==> config.mk <==
export PLATFORM = sky130hd
export DESIGN_NAME = pipe_hazard_ctrl
export DESIGN_NICKNAME = d
export VERILOG_FILES = /design/src/rtl/pipe_pkg.sv /design/src/rtl/fwd_unit.sv /design/src/rtl/pipe_hazard_ctrl.sv
export SDC_FILE = /design/constraint.sdc
export NUM_CORES = 1
export LEC_CHECK = 0
export CAP_MARGIN = 20
export CELL_PAD_IN_SITES_DETAIL_PLACEMENT = 0
export CELL_PAD_IN_SITES_GLOBAL_PLACEMENT = 1
export CORE_MARGIN = 2
export CORE_UTILIZATION = 28
export CTS_BUF_LIST = sky130_fd_sc_hd__clkbuf_4 sky130_fd_sc_hd__clkbuf_8
export DETAILED_ROUTE_END_ITERATION = 10
export PLACE_DENSITY = 0.88
export SLEW_MARGIN = 25
export SYNTH_ARGS = -nofsm -noshare
export SYNTH_HDL_FRONTEND = slang
export SYNTH_SLANG_ARGS = --single-unit
==> constraint.sdc <==
create_clock -name clock -period 1.8 [get_ports clock]
set_clock_uncertainty 0.15 [all_clocks]
set_input_delay 0.45 -clock clock [delete_from_list [all_inputs] [get_ports clock]]
set_output_delay 0.45 -clock clock [all_outputs]
set_load 0.01 [all_outputs]
==> src/rtl/pipe_pkg.sv <==
// ============================================================================
//  Module      : pipe_pkg
//  Description : Shared types and constants for the pipeline hazard logic:
//                register-file address type, forwarding-select encoding,
//                hazard FSM state encoding and the NOP opcode.
//  Revision    : 1.0 - initial release
// ============================================================================
`default_nettype none

package pipe_pkg;

    // Register-file address width; address 0 is the hardwired zero register.
    localparam int c_RF_ADRS_W = 4;

    typedef logic [c_RF_ADRS_W-1:0] t_RFadrs;

    // Operand source selected for an EX operand.
    typedef enum logic [1:0] {
        FWD_RF  = 2'd0,
        FWD_EX  = 2'd1,
        FWD_MEM = 2'd2
    } t_fwd_sel;

    // Hazard controller states.
    typedef enum logic [1:0] {
        RUN     = 2'd0,
        MC_BUSY = 2'd1,
        FLUSH   = 2'd2
    } t_hz_state;

    // ALU opcode loaded into ID/EX when a bubble is injected.
    localparam logic [5:0] c_NOP_OPCODE = 6'h00;

endpackage : pipe_pkg

`default_nettype wire

==> src/rtl/fwd_unit.sv <==
// ============================================================================
//  Module      : fwd_unit
//  Description : Combinational forward/hazard compare for one ID source.
//                Picks the newest producer of the source register (EX before
//                MEM) and flags a load-use hazard when the EX producer is a
//                load whose data is not yet available.
//  Ports       : i_src/i_use          - ID source address and its use flag
//                i_ex_*               - EX-stage producer information
//                i_mem_*              - MEM-stage producer information
//                o_fwd_sel            - forwarding select for this source
//                o_load_use           - load-use hazard on this source
//  Revision    : 1.0 - initial release
// ============================================================================
`default_nettype none

module fwd_unit
    import pipe_pkg::*;
#(
    parameter int RF_ADRS_W = c_RF_ADRS_W
) (
    input  logic [RF_ADRS_W-1:0] i_src,
    input  logic                 i_use,
    input  logic [RF_ADRS_W-1:0] i_ex_dst,
    input  logic                 i_ex_wr_en,
    input  logic                 i_ex_is_load,
    input  logic [RF_ADRS_W-1:0] i_mem_dst,
    input  logic                 i_mem_wr_en,
    output t_fwd_sel             o_fwd_sel,
    output logic                 o_load_use
);

    logic w_src_nz;
    logic w_ex_hit;
    logic w_mem_hit;

    // Register 0 always reads zero, so it is never a dependency.
    assign w_src_nz  = (i_src != '0);
    assign w_ex_hit  = w_src_nz && i_ex_wr_en  && (i_ex_dst  == i_src);
    assign w_mem_hit = w_src_nz && i_mem_wr_en && (i_mem_dst == i_src);

    always_comb begin
        o_fwd_sel = FWD_RF;
        // A load in EX has no data yet, so it cannot be an EX forward source.
        if (w_ex_hit && !i_ex_is_load) begin
            o_fwd_sel = FWD_EX;
        end else if (w_mem_hit) begin
            o_fwd_sel = FWD_MEM;
        end
    end

    assign o_load_use = i_use && w_ex_hit && i_ex_is_load;

endmodule : fwd_unit

`default_nettype wire

==> src/rtl/pipe_hazard_ctrl.sv <==
// ============================================================================
//  Module      : pipe_hazard_ctrl
//  Description : Hazard and sequencing controller for the ID->EX register.
//                Stalls the front end for load-use and multi-cycle hazards,
//                injects bubbles after a taken branch and registers the
//                operand forwarding selects alongside the ID/EX contents.
//  Ports       : clock, rst_n (synchronous, active low)
//                id_src1/2, id_use1/2   - ID-stage operand sources
//                ex_dst, ex_wr_en, ex_is_load, ex_mc_start, ex_br_taken
//                mem_dst, mem_wr_en
//                stall_fe, bubble_ex, hold_ex, flush_id  - pipeline controls
//                fwd_sel1/2             - registered forwarding selects
//                busy                   - controller not in RUN
//  Revision    : 1.0 - initial release
// ============================================================================
`default_nettype none

module pipe_hazard_ctrl
    import pipe_pkg::*;
#(
    parameter int RF_ADRS_W = c_RF_ADRS_W,
    parameter int MC_LAT    = 3,
    parameter int FLUSH_CYC = 2
) (
    input  logic                 clock,
    input  logic                 rst_n,
    input  logic [RF_ADRS_W-1:0] id_src1,
    input  logic [RF_ADRS_W-1:0] id_src2,
    input  logic                 id_use1,
    input  logic                 id_use2,
    input  logic [RF_ADRS_W-1:0] ex_dst,
    input  logic                 ex_wr_en,
    input  logic                 ex_is_load,
    input  logic                 ex_mc_start,
    input  logic                 ex_br_taken,
    input  logic [RF_ADRS_W-1:0] mem_dst,
    input  logic                 mem_wr_en,
    output logic                 stall_fe,
    output logic                 bubble_ex,
    output logic                 hold_ex,
    output logic                 flush_id,
    output logic [1:0]           fwd_sel1,
    output logic [1:0]           fwd_sel2,
    output logic                 busy
);

    // Counter preloads; the first hazard cycle is spent in RUN, hence the offsets.
    localparam logic [3:0] c_FLUSH_INIT = 4'(FLUSH_CYC - 2);
    localparam logic [3:0] c_MC_INIT    = 4'(MC_LAT - 3);

    t_hz_state r_state;
    t_hz_state w_state_nxt;
    logic [3:0] r_cnt;
    logic [3:0] w_cnt_nxt;
    t_fwd_sel  r_fwd_sel1;
    t_fwd_sel  r_fwd_sel2;

    t_fwd_sel  w_fwd1;
    t_fwd_sel  w_fwd2;
    logic      w_lu1;
    logic      w_lu2;
    logic      w_load_use;

    logic      w_stall_fe;
    logic      w_bubble_ex;
    logic      w_hold_ex;
    logic      w_flush_id;

    fwd_unit #(.RF_ADRS_W(RF_ADRS_W)) u_fwd1 (
        .i_src        (id_src1),
        .i_use        (id_use1),
        .i_ex_dst     (ex_dst),
        .i_ex_wr_en   (ex_wr_en),
        .i_ex_is_load (ex_is_load),
        .i_mem_dst    (mem_dst),
        .i_mem_wr_en  (mem_wr_en),
        .o_fwd_sel    (w_fwd1),
        .o_load_use   (w_lu1)
    );

    fwd_unit #(.RF_ADRS_W(RF_ADRS_W)) u_fwd2 (
        .i_src        (id_src2),
        .i_use        (id_use2),
        .i_ex_dst     (ex_dst),
        .i_ex_wr_en   (ex_wr_en),
        .i_ex_is_load (ex_is_load),
        .i_mem_dst    (mem_dst),
        .i_mem_wr_en  (mem_wr_en),
        .o_fwd_sel    (w_fwd2),
        .o_load_use   (w_lu2)
    );

    assign w_load_use = w_lu1 || w_lu2;

    // Next-state and control decode. Branch beats multi-cycle start, which
    // beats load-use; branch/mc_start are only honoured in RUN.
    always_comb begin
        w_state_nxt = r_state;
        w_cnt_nxt   = r_cnt;
        w_stall_fe  = 1'b0;
        w_bubble_ex = 1'b0;
        w_hold_ex   = 1'b0;
        w_flush_id  = 1'b0;

        case (r_state)
            RUN: begin
                if (ex_br_taken) begin
                    w_flush_id  = 1'b1;
                    w_bubble_ex = 1'b1;
                    if (FLUSH_CYC > 1) begin
                        w_state_nxt = FLUSH;
                        w_cnt_nxt   = c_FLUSH_INIT;
                    end
                end else if (ex_mc_start) begin
                    w_stall_fe = 1'b1;
                    w_hold_ex  = 1'b1;
                    if (MC_LAT > 2) begin
                        w_state_nxt = MC_BUSY;
                        w_cnt_nxt   = c_MC_INIT;
                    end
                end else if (w_load_use) begin
                    w_stall_fe  = 1'b1;
                    w_bubble_ex = 1'b1;
                end
            end
            MC_BUSY: begin
                w_stall_fe = 1'b1;
                w_hold_ex  = 1'b1;
                if (r_cnt == 4'd0) begin
                    w_state_nxt = RUN;
                end else begin
                    w_cnt_nxt = r_cnt - 4'd1;
                end
            end
            FLUSH: begin
                w_bubble_ex = 1'b1;
                if (r_cnt == 4'd0) begin
                    w_state_nxt = RUN;
                end else begin
                    w_cnt_nxt = r_cnt - 4'd1;
                end
            end
            default: begin
                w_state_nxt = RUN;
                w_cnt_nxt   = 4'd0;
            end
        endcase
    end

    always_ff @(posedge clock) begin
        if (!rst_n) begin
            r_state    <= RUN;
            r_cnt      <= 4'd0;
            r_fwd_sel1 <= FWD_RF;
            r_fwd_sel2 <= FWD_RF;
        end else begin
            r_state <= w_state_nxt;
            r_cnt   <= w_cnt_nxt;
            // Selects travel with the ID/EX contents: frozen on hold,
            // neutral when a bubble replaces the instruction.
            if (!w_hold_ex) begin
                r_fwd_sel1 <= w_bubble_ex ? FWD_RF : w_fwd1;
                r_fwd_sel2 <= w_bubble_ex ? FWD_RF : w_fwd2;
            end
        end
    end

    // Controls are forced quiet while reset is asserted.
    assign stall_fe  = rst_n && w_stall_fe;
    assign bubble_ex = rst_n && w_bubble_ex;
    assign hold_ex   = rst_n && w_hold_ex;
    assign flush_id  = rst_n && w_flush_id;
    assign busy      = rst_n && (r_state != RUN);
    assign fwd_sel1  = r_fwd_sel1;
    assign fwd_sel2  = r_fwd_sel2;

endmodule : pipe_hazard_ctrl

`default_nettype wire

==> Yosys cells after proc, flatten, opt, wreduce, memory -nomap -nowiden <==
Cells that the tools add are included.
{ "classes": {"add_sub_neg": 1, "reduce_logical": 29, "n_eq_ne": 9, "mux": 26} }
{ "ops": {"columns": ["operator", "n"], "rows": [
  ["$logic_and 1x1->1", 19],
  ["$mux 2", 9],
  ["$eq 4x4->1", 4],
  ["$mux 4", 3],
  ["$mux 1", 9],
  ["$pmux 4 s2", 1],
  ["$reduce_bool 4->1", 2],
  ["$pmux 1 s2", 3],
  ["$logic_not 4->1", 1],
  ["$pmux 2 s2", 1],
  ["$reduce_and 2->1", 2],
  ["$sub 4x1->4 const B", 1],
  ["$ne 3x3->1 const B", 1],
  ["$eq 2x1->1 const B", 1],
  ["$eq 2x2->1 const B", 1],
  ["$logic_not 2->1", 1],
  ["$ne 2x1->1 const B", 1],
  ["$ne 2x2->1 const B", 1],
  ["$reduce_bool 2->1", 1],
  ["$reduce_or 2->1", 1],
  ["$logic_not 1->1", 1],
  ["$logic_or 1x1->1", 1]
]} }
{ "word_totals": {"output_inout_bits": 9, "inputBits": 25, "reg_bits": 10, "wordCells": 69} }

==> Depth between registers and ports, before layout <==
Gate-level depths: netlist of run 1.
{ "depth": {"word_depth": 11, "mapped_depth": 7, "mapped_depth_nobuf": 7} }

==> By module <==
From an unflattened synthesis of run 1, not the netlist that was laid out.
{ "hier_totals": {"cells_unflattened": 118, "area_unflattened_um2": 937.1} }
{ "by_module_without_submodules": {"columns": ["mod", "cells_each", "seq_area_each_um2", "instances", "area_per_inst_um2"], "rows": [
  ["pipe_hazard_ctrl", 78, 200.2, 1, 641.9],
  ["fwd_unit", 20, 0.0, 2, 147.6]
]} }

==> Worst setup path after synthesis of run 1 <==
OpenSTA, ideal clock, no wires.
{ "synth_timing": {"kind": "input to output", "start": "in id_src2[2]", "end": "out stall_fe", "slack_ns": -0.264, "path_buffers": 0, "required_ns": 1.200, "cell_stages": 5, "arrival_ns": 1.464, "cell_sequence": "xnor2_1 -> nand4_1 -> or3_4 -> o22a_1 -> a21oi_2"} }
{ "synth_between": {"elab_chain_len": 11, "word_cells_on_any_way": 12, "cone_classes": "eq/ne: 1; mux: 4; reduce/logical: 7"} }
{ "synth_lines": {"columns": ["element", "line_no", "text"], "rows": [
  ["start: declaration", "pipe_hazard_ctrl.sv:28", "input logic [RF_ADRS_W-1:0] id_src2,"],
  ["$reduce_bool 4->1", "fwd_unit.sv:37", "assign w_src_nz = (i_src != '0);"],
  ["$logic_and 1x1->1", "fwd_unit.sv:38", "assign w_ex_hit = w_src_nz && i_ex_wr_en && (i_ex_dst == i_src);"],
  ["$logic_and 1x1->1 *", "fwd_unit.sv:38", null],
  ["$logic_and 1x1->1 * (2 in series)", "fwd_unit.sv:51", "assign o_load_use = i_use && w_ex_hit && i_ex_is_load;"],
  ["$logic_or 1x1->1 *", "pipe_hazard_ctrl.sv:93", "assign w_load_use = w_lu1 || w_lu2;"],
  ["$mux 1 *", "pipe_hazard_ctrl.sv:121", "end else if (w_load_use) begin"],
  ["$mux 1 *", "pipe_hazard_ctrl.sv:114", "end else if (ex_mc_start) begin"],
  ["$mux 1 *", "pipe_hazard_ctrl.sv:107", "if (ex_br_taken) begin"],
  ["$pmux 1 s2 *", "pipe_hazard_ctrl.sv:105", "case (r_state)"],
  ["$logic_and 1x1->1 *", "pipe_hazard_ctrl.sv:169", "assign stall_fe = rst_n && w_stall_fe;"],
  ["end: declaration", "pipe_hazard_ctrl.sv:38", "output logic stall_fe,"]
]} }
Mark *: on every way between the ends. The rest lies on a longest branch, timed or not.

==> Worst setup path in the final report of run 1 <==
{ "layout_timing": {"start": "in id_src2[0]", "end": "out stall_fe"} }
The elaborated chain is that of the path after synthesis.

==> results of run 1 <==
## worst max-delay path, cell delays in order
cell and delay, ns:
buf_8 0.10, xnor2_2 0.15, nand4_1 0.12, or3_4 0.39
o22a_1 0.21, a21oi_2 0.12, buf_2 0.15
## layout by cell type, fill, tap and decap left out, drive strengths merged, types with 2 or more instances in the layout
cell type      synthesis  routed
buf                    0      43
nor2                   5       5
o22ai                  2       2
inv                    4       4
or3                    4       4
and2                   6       6
dlygate4sd2            0       2
nor3b                  2       2
nand2                 11      11
clkbuf                 1       5
o31ai                  2       2
dfxtp                 10      10
a21oi                  6       6
clkdlybuf4s50          0      11
nor2b                  4       4
o31a                   2       2
nand4                  2       2
nand3                  4       4
clkdlybuf4s15          0       3
nor3                   4       4
o21ai                 10      10
xnor2                 12      12
ha                     4       4
## cell type report
class	count	share of cell area, %
Timing Repair Buffer	61	33.5
Sequential cell	10	13.0
Clock buffer	4	2.32
Tap cell	31	2.48
Multi-Input combinational cell	93	47.8
Inverter	4	0.960
## cells by family after synthesis
| logic type | after synthesis | synth area share [%] |
|---|---|---|
| buffers and inverters | 5 | 2.24 |
| muxes | 1 | 1.20 |
| adders and majority gates | 4 | 5.98 |
| AOI/OAI and AO/OA | 25 | 19.0 |
| xor gates and xnor gates | 13 | 13.6 |
| and+or+nand+nor | 50 | 34.1 |
| DFF | 10 | 23.9 |
## per-layer routing
metal	GRT usage, %	routed length, µm	up-vias
li1	-	-	514
met1	16.9	978	470
met2	33.9	1560	28
met3	1.76	107	2
met4	6.49	20	0
met5	0	0	-
## power groups by stage
stage                     clock network [mW]  logic, mW  registers [mW]
after CTS                              0.209      0.260           0.227
after floorplan                            0     0.0879           0.232
after global placement                     0      0.230           0.231
after global routing                   0.226      0.290           0.227
final                                  0.203      0.268           0.227
after detailed placement                   0      0.238           0.231
## what timing repair did
action / CTS / global route
pin swaps: 19 / 9
gates cloned: 0 / 0
buffers inserted: 3 / 1
setup endpoints to repair: 11 / 10
hold endpoints to repair: 0 / 0
resized for setup: 103 / 14
## registers in the layout, summed over array words and instances, names as in the netlist
signal    cells
r_cnt         4
fwd_sel1      2
fwd_sel2      2
r_state       2
## stage by stage
step	utilization [%]	setup WS [ns]	TNS (ns)
after global placement	49.8	-1.24	-6.53
after detailed placement	49.8	-1.34	-7.22
after CTS	54.2	-0.542	-1.23
after global routing	55.8	-0.548	-1.54
after floorplan	-	-0.230	-0.392
final	55.8	-0.489	-1.17
## worst max path at each step
stage	from	endpoint	slack, ns	cells after the start
floorplan	id_src2[2]	stall_fe	-0.23	5
global placement	ex_dst[0]	stall_fe	-1.24	7
detailed placement	ex_dst[0]	stall_fe	-1.34	7
CTS	ex_dst[0]	stall_fe	-0.54	7
global route	id_src2[0]	bubble_ex	-0.55	8
finish	id_src2[0]	stall_fe	-0.49	7
==> metrics.md, run 1 <==
| Metric | Value |
|---|---|
| Status | `finished, violations left` |
| Failing checks | `design-rule violations, negative setup slack` |
| Synth area leaders | `dfxtp_1, xnor2_1, ha_1` |
| Startpoint Class | `primary input` |
| Clock power frac | `between 20% and 30%` |
| # DRC | `1` |
| Synth Flop Type | `dfxtp_1` |
| Total gr overflow | `0` |
| Footprint of the multi-input gates | `747 µm²` |
| Post-DRT Antenna Nets | `0` |
| Largest net degree at the start of global routing | `10` |
| Final worst-path cycle share | `127%` |
| Fin worst setup slack | `-0.489 ns` |
| Global-route wire length before repair | `4400 µm` |
| Warnings, synthesis | `0` |
| Number of port buffers | `33` |
| Sw Share | `between 20% and 30%` |
| Synth top area share | `23.9%` |
| Arr. time, crit path | `1.69 ns` |
| Final Wtd Congestion | `between 0.8 and 0.9` |
| DRT iter0 DRCs | `31` |
| Setup crit end kind | `primary output` |
| Required @ worst endpoint | `1.20 ns` |
| Fillers | `273` |
| Num rows | `19` |
| Die Y | `58.7 µm` |
| Cell taking the most area after synthesis | `dfxtp_1` |
| Leak | `approximately 0.66 nW` |
| Starting Density | `29.8%` |
| Internal power | `roughly 510 µW` |
| Total power | `698 µW` |
| Comb pwr share | `38.4%` |
| TritonCTS clock tree | `built` |
| Fmax | `about 440 MHz` |
| Die area | `3440 µm²` |
| Vias post-DR | `between 1000 and 1500` |
| Mapped Nets | `~140` |
| Max cap viols | `0` |
| Critical R2R Capture | `fwd_sel1[1]` |
| Yosys cell types | `35` |
| Post-synth EDFFs | `0` |
| Fin nets | `202` |
| PwrDens | `446 nW/µm²` |
| Share of layout cells above drive strength 1 | `44.8%` |
| R2R Setup Slk | `-0.04 ns` |
| Worst-Margin Slew | `0.261 ns` |
| CTS max path bufs | `2` |
| Clk_lat worst skew | `0.26 ns` |
| Io pins | `34` |
| Antenna Cells | `0` |
| Synth Register Bits | `10` |
| Number of global-route vias before repair | `approximately 1100` |
| HP Start | `fwd_sel2[1]` |
| Max Slew Vio Count | `0` |
| Worst R2R Start | `r_state[1]` |
| IR drop worst, VDD | `about 0.18 mV` |
| Post-Syn Instances | `108` |
| Clock Root Buffer | `clkbuf_4` |
| Die W | `58.7 µm` |
| Final min period | `around 2.3 ns` |
| CTS clock-pin slew for the worst setup and hold paths | `~0.070 ns` |
| Psw | `192 µW` |
| CTS Buf Count | `3` |
| Hold buffers post-CTS | `0` |
| Worst Reg-to-Reg Cells | `7` |
| Design area | `1560 µm²` |
| Dpl cell area | `1400 µm²` |
| H-tree Lvls | `1` |
| Routed len/inst | `about 13 µm` |
| Post-Syn Area per Cell | `around 7.8 µm²` |
| WL final | `approximately 2700 µm` |
| Top-count cell post-synth | `xnor2_1` |
| Mapped Area | `837 µm²` |
| WHS Endpoint | `fwd_sel2[1]` |
| Final Hold Viols | `0` |
| Final Hold Slack | `between 0.3 and 0.4 ns` |
| Core Area | `2810 µm²` |
| Area grow syn2layout | `86.8%` |
| Hold Crit Class | `reg2reg` |
| Tot GR Track Use | `16.6%` |
| Max-slew headroom | `82.6%` |
| Register area | `203 µm²` |
| Placed cell count | `197` |
| Critical path class | `in2out` |
| RSZ-0062 raised after global routing | `true` |
| Asr flop ratio synth | `0%` |
| WHS Path Cells | `2` |
| Final setup fails | `5` |
| Crit path max fanout | `3` |
| Initial antenna violation count | `0` |
| Dpl hpwl | `2080 µm` |
| Number of detailed-route iterations in the first pass | `7` |
| Fin cells | `just over 200` |
| Seq/Total Area, Yosys | `roughly a quarter` |
| Sequential power share | `32.6%` |
| Post-synth top cells | `xnor2_1, nand2_1, dfxtp_1, o21ai_0, and2_1` |
| Vias per cell | `approximately 5` |
| Number of clock sinks | `10` |
No activity file was read; power rests on OpenSTA's default activity.
==> run 2, diff against run 1 <==
--- a/config.mk
+++ b/config.mk
@@ -9,10 +9,9 @@
 export CELL_PAD_IN_SITES_DETAIL_PLACEMENT = 0
 export CELL_PAD_IN_SITES_GLOBAL_PLACEMENT = 1
 export CORE_MARGIN = 2
-export CORE_UTILIZATION = 28
-export CTS_BUF_LIST = sky130_fd_sc_hd__clkbuf_4 sky130_fd_sc_hd__clkbuf_8
+export CORE_UTILIZATION = 27
 export DETAILED_ROUTE_END_ITERATION = 10
-export PLACE_DENSITY = 0.88
+export PLACE_DENSITY = 0.86
 export SLEW_MARGIN = 25
 export SYNTH_ARGS = -nofsm -noshare
 export SYNTH_HDL_FRONTEND = slang
==> run 2 against run 1 <==
Against the previous run:
- the run ends with negative setup slack left
- via count about the same
- clock-buffer cell count did not move
- power grew 1.2%
- first-iteration DRC count is 29% lower
- critical path depth stayed put
- design area grew 1.8%
- register-to-register slack barely moved
- cell count up 2.0%
- die area is 3.5% higher
- global-route usage fell by 0.39 points
- sequential share of layout area down 0.22 points
- largest cell class unchanged
==> metrics.md, run 2 (synthesis gave the netlist of run 1 again) <==
| Metric | Value |
|---|---|
| Max-slew headroom | `82.6% (about the same)` |
| Final setup fails | `6 (+1)` |
| Routed len/inst | `12.9 µm (-2.1%)` |
| Required @ worst endpoint | `1.20 ns (about the same)` |
| Number of clock sinks | `10 (unchanged)` |
| CTS clock-pin slew for the worst setup and hold paths | `0.07 ns (about the same)` |
| Antenna Cells | `0 (unchanged)` |
| Startpoint Class | `primary input` |
| IR drop worst, VDD | `0.189 mV (+2.7%)` |
| Final worst-path cycle share | `128% (+0.53 points)` |
| Vias per cell | `4.90 (-1.8%)` |
| Final min period | `2.30 ns (+0.00963 ns)` |
| Top layer in use | `met4` |
| Initial antenna violation count | `0 (unchanged)` |
| Core Area | `3000 µm² (+7.0%)` |
| Io pins | `34 (unchanged)` |
| PwrDens | `444 nW/µm² (-0.52%)` |
| Most common cell after layout, fill and taps aside | `buf_4` |
| Worst Reg-to-Reg Cells | `8 (+1)` |
| WHS Path Cells | `2 (unchanged)` |
| Starting Density | `27.9% (-2.0 points)` |
| Tot GR Track Use | `16.2% (-0.39 points)` |
| DR WL met2 | `1450 µm (-6.9%)` |
| CP delay by family, top | `simple AND/OR/NAND/NOR gates` |
| Clk_lat worst skew | `0.26 ns (about the same)` |
| Number of port buffers | `33 (unchanged)` |
| CTS max path bufs | `2 (unchanged)` |
| Hold Crit Class | `reg2reg` |
| Metal3 WL | `109 µm (+1.9%)` |
| Die Y | `59.7 µm (+1.7%)` |
| Status | `finished, violations left` |
| Largest net degree at the start of global routing | `10 (unchanged)` |
| Vias post-DR | `1015 (+0.099%)` |
| Number of global-route vias before repair | `1057 (-1.7%)` |
| Number of detailed-route iterations in the first pass | `4 (-3)` |
| Worst-path cell chain | `buf_8 -> xnor2_2 -> nand4_1 -> or3_4 -> o22a_1 -> a21oi_2 -> buf_2` |
| Total gr overflow | `0 (unchanged)` |
| Crit path depth | `7 (unchanged)` |
| Most frequent cells in the layout | `buf_4, buf_2, nand2_1` |
| Metal-1 WL | `1070 µm (+9.1%)` |
| Failing checks | `negative setup slack` |
| Clock Root Buffer | `clkbuf_4` |
| Area grow syn2layout | `90.1%` |
| Critical path class | `in2out` |
| Fmax | `435 MHz (-0.42%)` |
| Fin nets | `204 (+0.99%)` |
| Hold buffers post-CTS | `0 (unchanged)` |
| # DRC | `0 (-1)` |
| WL final | `2670 µm (-0.15%)` |
| Worst path buffer plus inverter count | `2 (unchanged)` |
| Num rows | `20 (+1)` |
| Pre-CTS WS | `-1.29 ns (+0.0459 ns)` |
| RSZ-0062 raised after global routing | `true` |
| Setup crit end kind | `primary output` |
| Most flops, register | `r_cnt` |
| CTS Buf Count | `3 (unchanged)` |
| Arr. time, crit path | `1.70 ns (about the same)` |
| TritonCTS clock tree | `built` |
| Worst-Margin Slew | `0.258 ns (-0.00296 ns)` |
| Leak | `0.706 nW (+6.3%)` |
| Global-route wire length before repair | `4340 µm (-1.3%)` |
| Die W | `59.7 µm (+1.7%)` |
| DRT iter0 DRCs | `22 (-29%)` |
| Max Slew Vio Count | `0 (unchanged)` |
| H-tree Lvls | `1 (unchanged)` |
| Share of layout cells above drive strength 1 | `47.1% (+2.4 points)` |
| Die area | `3560 µm² (+3.5%)` |
| Max cap viols | `0 (unchanged)` |
| Post-layout util | `53.0% (-2.8 points)` |
| Post-DRT Antenna Nets | `0 (unchanged)` |
| Final Hold Viols | `0 (unchanged)` |
| Total power | `707 µW (+1.2%)` |
| Critical path's largest stage delay | `0.41 ns (+0.02 ns)` |
| Crit path max fanout | `3 (unchanged)` |
| Dpl cell area | `1390 µm² (-0.36%)` |
| Dpl hpwl | `2090 µm (+0.48%)` |
| Max reg flops | `4 (unchanged)` |
| Fin worst setup slack | `-0.499 ns (-0.00963 ns)` |
| Slowest CP cell | `or3_4` |
| Final Wtd Congestion | `0.879 (+9.6%)` |
| Design area | `1590 µm² (+1.8%)` |
## run 2: cell count changes in the layout (fill, tap and decap cells not counted), sizes merged
cell	previous run	this run
clkdlybuf4s15	3	0
buf	43	47
dlygate4sd2	2	4
clkbuf	5	4
dlymetal6s2s	1	3
clkdlybuf4s50	11	9
## run 2: worst register-to-register path, stage by stage (launching register included)
cell	delay [ns]
dfxtp_2	0.34
inv_2	0.05
ha_4	0.16
buf_4	0.14
o21ai_2	0.04
and4bb_2	0.27
nand2_2	0.06
or3_4	0.38
o31ai_2	0.18
## run 2: through the flow
stage	hold WS, ns	TNS [ns]	cells
finish	0.309	-1.33	207
global route	0.339	-1.80	207
CTS	0.318	-1.32	206
detailed placement	0.301	-6.98	198
global placement	0.295	-6.71	198
floorplan	0.315	-0.392	108
## run 2: final timing paths
| kind | slack [ns] | endpoint | start |
|---|---|---|---|
| worst max-delay path | -0.50 | stall_fe | ex_dst[3] |
| worst min-delay path | 0.31 | fwd_sel1[1] | fwd_sel1[1] |
| worst max register to register | -0.05 | fwd_sel2[1] | r_state[1] |
| worst min register to register | 0.31 | fwd_sel1[1] | fwd_sel1[1] |
## run 2: timing repair
action	CTS	global route
gates resized for setup	103	18
gates cloned	0	0
endpoints found under the setup margin	9	11
pin swaps	19	10
buffers inserted	6	2
## run 2: final cells by class
type	count	area, µm²
Timing Repair Buffer	63	526
Clock buffer	4	36.3
Tap cell	33	41.3
Inverter	4	15.0
Multi-Input combinational cell	93	771
Sequential cell	10	203
Fill cell	281	1410
## run 2: power breakdown
part,switching [mW],internal [mW]
Clock,0.0860,0.123
Combinational,0.115,0.156
Sequential,0.00219,0.225
## run 2: layer usage
layer	vias up	track usage (%)
met2	30	30.0
met4	0	8.89
met3	2	1.73
li1	519	-
met1	464	17.8
met5	-	0
